File: src/rtl/bcd2binary_seq_if.sv
// ============================================================================
// Module   : bcd2binary_seq_if
// Function : Request/result bundle for the sequential BCD-to-binary converter.
// Revision : 1.0
// ============================================================================
`default_nettype none

interface bcd2binary_seq_if;
    logic        start;
    logic [15:0] packed_bcd;
    logic [13:0] out_binary;
    logic        busy;
    logic        done;
    logic        invalid;

    modport master (
        output start,
        output packed_bcd,
        input  out_binary,
        input  busy,
        input  done,
        input  invalid
    );

    modport slave (
        input  start,
        input  packed_bcd,
        output out_binary,
        output busy,
        output done,
        output invalid
    );
endinterface

`default_nettype wire

File: src/rtl/bcd2binary_seq.sv
// ============================================================================
// Module   : bcd2binary_seq
// Function : Four-digit packed BCD to 14-bit binary, one digit per clock.
// Revision : 1.0
// ============================================================================
`default_nettype none

module bcd2binary_seq (
    input  wire               clk,
    input  wire               rst,
    bcd2binary_seq_if.slave   bus
);

    typedef enum logic [1:0] {
        S_IDLE   = 2'd0,
        S_CONV   = 2'd1,
        S_FINISH = 2'd2
    } state_t;

    state_t      r_state;
    state_t      w_state_nxt;
    logic [15:0] r_shreg;
    logic [15:0] w_shreg_nxt;
    logic [13:0] r_acc;
    logic [13:0] w_acc_nxt;
    logic [1:0]  r_cnt;
    logic [1:0]  w_cnt_nxt;
    logic [13:0] r_out;
    logic [13:0] w_out_nxt;
    logic        r_invalid;
    logic        w_invalid_nxt;
    logic        r_hold;
    logic        w_hold_nxt;
    logic        r_busy;
    logic        w_busy_nxt;
    logic        r_done;
    logic        w_done_nxt;
    logic        w_bad_digit;
    logic [13:0] w_acc_step;

    assign w_bad_digit = (bus.packed_bcd[15:12] > 4'd9) || (bus.packed_bcd[11:8] > 4'd9) ||
                         (bus.packed_bcd[7:4]   > 4'd9) || (bus.packed_bcd[3:0]  > 4'd9);

    // acc*10 + digit as two shifts; the largest value reached is 999*10+9.
    assign w_acc_step = (r_acc << 3) + (r_acc << 1) + {10'd0, r_shreg[15:12]};

    always_comb begin
        w_state_nxt   = r_state;
        w_shreg_nxt   = r_shreg;
        w_acc_nxt     = r_acc;
        w_cnt_nxt     = r_cnt;
        w_out_nxt     = r_out;
        w_invalid_nxt = r_invalid;
        w_hold_nxt    = 1'b0;
        case (r_state)
            S_IDLE: begin
                if (bus.start) begin
                    if (w_bad_digit) begin
                        // Rejected input waits one cycle in FINISH before done pulses.
                        w_invalid_nxt = 1'b1;
                        w_out_nxt     = 14'd0;
                        w_hold_nxt    = 1'b1;
                        w_state_nxt   = S_FINISH;
                    end else begin
                        w_shreg_nxt   = bus.packed_bcd;
                        w_acc_nxt     = 14'd0;
                        w_cnt_nxt     = 2'd3;
                        w_invalid_nxt = 1'b0;
                        w_state_nxt   = S_CONV;
                    end
                end
            end
            S_CONV: begin
                w_acc_nxt   = w_acc_step;
                w_shreg_nxt = {r_shreg[11:0], 4'd0};
                if (r_cnt == 2'd0) begin
                    w_out_nxt   = w_acc_step;
                    w_state_nxt = S_FINISH;
                end else begin
                    w_cnt_nxt = r_cnt - 2'd1;
                end
            end
            S_FINISH: begin
                w_state_nxt = r_hold ? S_FINISH : S_IDLE;
            end
            default: begin
                w_state_nxt = S_IDLE;
            end
        endcase
        w_busy_nxt = (w_state_nxt != S_IDLE);
        w_done_nxt = (w_state_nxt == S_FINISH) && !w_hold_nxt;
    end

    always_ff @(posedge clk) begin
        if (rst) begin
            r_state   <= S_IDLE;
            r_shreg   <= 16'd0;
            r_acc     <= 14'd0;
            r_cnt     <= 2'd0;
            r_out     <= 14'd0;
            r_invalid <= 1'b0;
            r_hold    <= 1'b0;
            r_busy    <= 1'b0;
            r_done    <= 1'b0;
        end else begin
            r_state   <= w_state_nxt;
            r_shreg   <= w_shreg_nxt;
            r_acc     <= w_acc_nxt;
            r_cnt     <= w_cnt_nxt;
            r_out     <= w_out_nxt;
            r_invalid <= w_invalid_nxt;
            r_hold    <= w_hold_nxt;
            r_busy    <= w_busy_nxt;
            r_done    <= w_done_nxt;
        end
    end

    assign bus.out_binary = r_out;
    assign bus.busy       = r_busy;
    assign bus.done       = r_done;
    assign bus.invalid    = r_invalid;

endmodule

`default_nettype wire

File: src/flat_wrapper.sv
// flat-port wrapper written by rule: the top's interface ports become plain ports
module bcd2binary_seq_flat 
  (clk, rst, bus_start, bus_packed_bcd, bus_out_binary, bus_busy, bus_done, bus_invalid);
  bcd2binary_seq_if bus_i ();
  input  wire clk;
  input  wire rst;
  input wire logic [$bits(bus_i.start)-1:0] bus_start;
  input wire logic [$bits(bus_i.packed_bcd)-1:0] bus_packed_bcd;
  output wire logic [$bits(bus_i.out_binary)-1:0] bus_out_binary;
  output wire logic [$bits(bus_i.busy)-1:0] bus_busy;
  output wire logic [$bits(bus_i.done)-1:0] bus_done;
  output wire logic [$bits(bus_i.invalid)-1:0] bus_invalid;
  assign bus_i.start = bus_start;
  assign bus_i.packed_bcd = bus_packed_bcd;
  assign bus_out_binary = bus_i.out_binary;
  assign bus_busy = bus_i.busy;
  assign bus_done = bus_i.done;
  assign bus_invalid = bus_i.invalid;
  bcd2binary_seq u_core (.clk(clk), .rst(rst), .bus(bus_i));
endmodule
File: config.mk
export PLATFORM = sky130hd
export DESIGN_NAME = bcd2binary_seq_flat
export DESIGN_NICKNAME = d
export VERILOG_FILES = /design/src/rtl/bcd2binary_seq_if.sv /design/src/rtl/bcd2binary_seq.sv /design/src/flat_wrapper.sv
export SDC_FILE = /design/constraint.sdc
export NUM_CORES = 1
export LEC_CHECK = 0
export BUFFER_PORTS_ARGS = -buffer_cell sky130_fd_sc_hd__buf_4
export CAP_MARGIN = 20
export CORE_ASPECT_RATIO = 1.25
export CORE_MARGIN = 2
export CORE_UTILIZATION = 57
export DETAILED_ROUTE_END_ITERATION = 6
export PLACE_DENSITY = 0.87
export SYNTH_ARGS = -nofsm -noshare
export SYNTH_HDL_FRONTEND = slang
export SYNTH_SLANG_ARGS = --single-unit
File: constraint.sdc
create_clock -name clk -period 2.8 [get_ports clk]
set_clock_uncertainty 0.05 [all_clocks]
set_input_delay 0.28 -clock clk [delete_from_list [all_inputs] [get_ports clk]]
set_output_delay 0.28 -clock clk [all_outputs]
set_load 0.01 [all_outputs]
# Yosys cells after proc, flatten, opt, wreduce, memory -nomap -nowiden
# Index checks and enable logic that the tools add are counted.
# W data, S select, Z words.
# totals
in_bits	19
reg_bits	51
output_inout_bits	17
# classes
reduce_logical	13
n_lt_le_gt_ge	4
mux	22
add_sub_neg	3
n_eq_ne	8
# op_table
cell	count
$mux W14	3
$mux W16	2
$pmux W16 S2	1
$pmux W14 S2	1
$mux W13	2
$pmux W13 S2	1
$gt A4 B4 Y1 const B	4
$add A14 B14 Y14	1
$add A14 B4 Y14	1
$mux W2	7
$reduce_and A4 Y1	2
$ne A2 B2 Y1 const B	3
$pmux W2 S3	1
$eq A2 B2 Y1 const B	2
$logic_not A2 Y1	2
$ne A2 B1 Y1 const B	2
$pmux W2 S2	1
$reduce_bool A2 Y1	2
$logic_or A1 B1 Y1	3
$mux W1	3
$reduce_and A3 Y1	1
$eq A2 B1 Y1 const B	1
$reduce_and A2 Y1	1
$sub A2 B1 Y2 const B	1
other kinds (2)	2

# Depth between registers and ports, before layout
# logic_depth
ltp_word	9
ltp_mapped	9
mapped_depth_nobuf	9

# Worst setup path after synthesis
# Ideal clock, no wire load.
# synth_path
kind	flip-flop to flip-flop
from	reg u_core.r_acc[0]
to	reg u_core.r_acc[11]
setup_ns	0.122
path_stages_with_launch	10
setup_slack_ns	0.246
synth_period_minus_slack_ns	2.554
t_arrival_ns	2.382
path_cell_list	dfxtp_1 -> inv_1 -> fa_1 -> inv_1 -> ha_1 -> a21o_1 -> and4_1 -> o211a_1 -> o21a_1 -> a311o_1
# synth_via
elab_chain_len	3
# synth_rtl
element	line_no	rtl
from (decl)	bcd2binary_seq.sv:24	logic [13:0] r_acc;
from (signal assigned)	bcd2binary_seq.sv:108	r_acc <= w_acc_nxt;
$add A14 B14 Y14	bcd2binary_seq.sv:45	assign w_acc_step = (r_acc << 3) + (r_acc << 1) + {10'd0, r_shreg[15:12]};
$add A14 B4 Y14	bcd2binary_seq.sv:45	
$pmux W13 S2	bcd2binary_seq.sv:55	case (r_state)
# Every way passes these cells.
# A chain may end at the register's enable or synchronous reset.

# Final worst setup path
# layout_path
from	reg u_core.r_shreg[15]
to	reg u_core.r_out[9], in the netlist u_core.bus.out_binary[9]
# layout_via
elab_chain_len	3
# layout_rtl
element	line_no	rtl
from (decl)	bcd2binary_seq.sv:22	logic [15:0] r_shreg;
from (signal assigned)	bcd2binary_seq.sv:107	r_shreg <= w_shreg_nxt;
$add A14 B4 Y14	bcd2binary_seq.sv:45	
$mux W14	bcd2binary_seq.sv:76	if (r_cnt == 2'd0) begin
$pmux W14 S2	bcd2binary_seq.sv:55	
to (signal assigned)	bcd2binary_seq.sv:110	r_out <= w_out_nxt;
to (decl)	bcd2binary_seq.sv:28	logic [13:0] r_out;
# Every way passes these cells. The select of a mux whose other input is x is not followed.

==> impl_metrics.toml <==
[outcome]
outcome = "finished, final reports clean"

[yosys]
synthMuxAreaShare = 0.01845
synth-compound-area-share = 0.2482
ys_types = 57
async_reset_ff_frac = 0
synth_top_family_by_area = "compound AO/OA/AOI/OAI gates"
synth_xor_area_frac = 0.009686
yosys-top-cells-area = "dfxtp_1 (38%), ha_1 (11%), a21oi_1 (6.1%), a22oi_1 (4.4%), nand2_1 (4.4%)"
synth_edf_count = 0
syn_nets = 353
syn_avg_cell_area_um2 = 8.779
ys_warn_count = 0
synthSimpleGateAreaFrac = 0.1831
synth_area_leader_cell = "dfxtp_1"
ys.flop_type = "dfxtp_1"
ys_ff_latch = 51
synthCells = 309
synth_fa_ha_area_frac = 0.1208
yosysTopAreaCellShare = 0.3764
syn_area_um2 = 2713
ys_seq_area_frac = 0.3764

[layout]
area_growth_pct = 14.71
drive_gt1_frac = 0.1824
layout_common_cells = "dfxtp_1 (49), buf_4 (39), a21oi_1 (33)"
layout.nets = 383
diodes = 0
fillCellCount = 389
final_cells = 400
layout_commonest_cell = "dfxtp_1"

[detailed_routing]
viasPerCell = 6.188
wl_um = 6425
firstDrtPassIters = 5
drc_errors = 0
drt_iter0_drc = 116
detail-route-antenna-nets = 0
routedWlPerCell_um = 16.06
vias = 2475

[floorplanning]
core-area_um2 = 4659
start_util = 0.5822
die_h_um = 81.13
die_w_um = 65.70
io_pins = 36
die_area_um2 = 5330
rows = 28

[clock_tree]
clockBufferDepth = 2
root_buffer = "clkbuf_8"
cts_hold_buf = 0
cts_tree = "built"
cts.clk_slew.worst_paths_ns = 0.10
numCtsBuffers = 5
post-cts-setup-buffer-count = 0
h-tree-depth = 2
cts_sinks = 51
cts_resized = 0
clkLatencyLatePin_ns = 0.31

[power]
vdd_drop_max_mv = 0.3761
switching_share = 0.2663
power_frac_clock = 0.341
leakagePower_nw = 1.311
p_sw_mw = 0.3549
p_per_area_nw_per_um2 = 428.3
p_comb_frac = 0.097
p_seq_frac = 0.562
intPower_mw = 0.9779
total_power_mw = 1.333

[global_routing]
grt_antenna_before_repair = 0
globalRouteOverflowTotal = 0
grt_usage = 0.2577
grt_pass1_wl_um = 10640
grt_max_degree = 35
grt_pass1_vias = 2450

[worst_setup_path]
path_class = "reg2reg"
cpMostUsedCell = "inv_1"
r2r_cells = 9
r2r-end = "u_core.bus.out_binary[9]"
worst-path-max-fanout = 5
critPathCaptureType = "register"
required_ns = 2.96
r2r_start = "u_core.r_shreg[15]"
start_kind = "register"
slowest_stage = "fa_1"
critPathArrivalTime_ns = 2.88
crit_buf_inv = 2
critical_path.max_stage_delay_ns = 0.59
critPathTopFamily = "compound AO/OA/AOI/OAI gates"
r2r_setup_slack_ns = 0.08
crit_chain = "inv_1 -> fa_1 -> inv_1 -> ha_1 -> a21o_1 -> and4_4 -> o211ai_1 -> a211oi_2 -> a211o_2"

[sta]
finalCritPeriodShare = 0.9716
maxSlewHeadroom = 0.3880
period_needed_ns = 2.720
finalHoldViolations = 0
worst_pin_slew_ns = 0.9180
finalSetupViolations = 0
setup-tns-final_ns = 0
max_freq_mhz = 367.6
final_max_slew_viol_count = 0

[placement]
place_inst = 392
dp_hpwl_um = 4589
gp_congestion = 0.9170
io_buffers = 35

[hold_path]
min_delay_path_depth = 3
min_path_type = "in2reg"
min_to = "u_core.r_shreg[3]"
min_from = "bus_packed_bcd[3]"

[job]
cap_violations = 0
layout make-up:
type,count,area [µm²],area share
clock buffer,5,68.82,0.02212
clock inverter,3,27.53,0.008846
inverter,11,41.29,0.01327
multi-input combinational,231,1583,0.5086
sequential,51,1023,0.3289
tap,60,75.07,0.02413
timing repair buffer,39,292.8,0.09409
sequential cells by signal, indices dropped and copies added (netlist names):
name,flops
u_core.r_hold,1
u_core.bus.invalid,1
u_core.bus.out_binary,14
u_core.r_shreg,16
u_core.r_acc,13
u_core.bus.busy,1
u_core.r_state,2
u_core.r_cnt,2
u_core.bus.done,1
worst max-delay path by stage:
stage                                  start                       end  cells past startpoint  slack, ns
after global routing      u_core.r_shreg[15]  u_core.bus.out_binary[9]                      9      -0.01
after floorplan              u_core.r_acc[0]          u_core.r_acc[11]                      9       0.25
final                     u_core.r_shreg[15]  u_core.bus.out_binary[9]                      9       0.08
after detailed placement     u_core.r_acc[0]          u_core.r_acc[11]                      9       0.11
after CTS                    u_core.r_acc[0]  u_core.bus.out_binary[9]                      9       0.06
after global placement       u_core.r_acc[0]          u_core.r_acc[11]                      9       0.19
power by group through the flow:
stage          sequential, mW  combinational, mW  clock [mW]
2_1_floorplan           0.767             0.0766           0
3_3_place_gp            0.766              0.126           0
3_5_place_dp            0.767              0.128           0
4_1_cts                 0.750              0.128       0.461
5_1_grt                 0.752              0.142       0.483
6_report                0.750              0.129       0.454
layer usage:
layer  routed length [µm]  GRT usage
met1                 2469     0.2853
met2                 3360     0.4646
met3                  375    0.05817
met4                  221     0.1167
met5                    0          0
cells in the mapped netlist (3+ instances only):
cell and n:
dfxtp_1 51, inv_1 11, ha_1 23, or3_1 3
a21oi_1 33, o21a_1 3, a22oi_1 16, a211oi_1 7
and4_1 3, nor3_1 9, buf_2 4, nor2_1 21
nand4_1 3, mux2i_1 5, nand2_1 32, a21o_1 3
clkbuf_1 10, nand3_1 11, o21ai_0 13
kinds of logic (layout without fill, tap and decap cells):
family	count (synthesis)	after routing
simple gates	100	100
compound gates	98	98
flops	51	51
buf+inv	27	58
fa+ha+maj	25	25
mux	5	5
xor+xnor	3	3
through the flow:
stage                     hold slack, ns  cell area [µm²]  setup WS [ns]    util
after global routing              0.1958             3112      -0.009528  0.6678
final                             0.1563             3112        0.07953  0.6678
after detailed placement          0.3943             3004         0.1069  0.6447
after CTS                         0.1553             3100        0.05952  0.6654
after global placement            0.3907             3004         0.1862  0.6447
after floorplan                   0.3660             2713         0.2462       -
worst reg2reg max path, stage by stage (launching register included):
cell      delay [ns]
dfxtp_1         0.34
inv_1           0.06
fa_1            0.59
inv_1           0.06
ha_1            0.30
a21o_1          0.21
and4_4          0.21
o211ai_1        0.34
a211oi_2        0.15
a211o_2         0.32
Note: power is estimated with default switching activity, not from simulation.
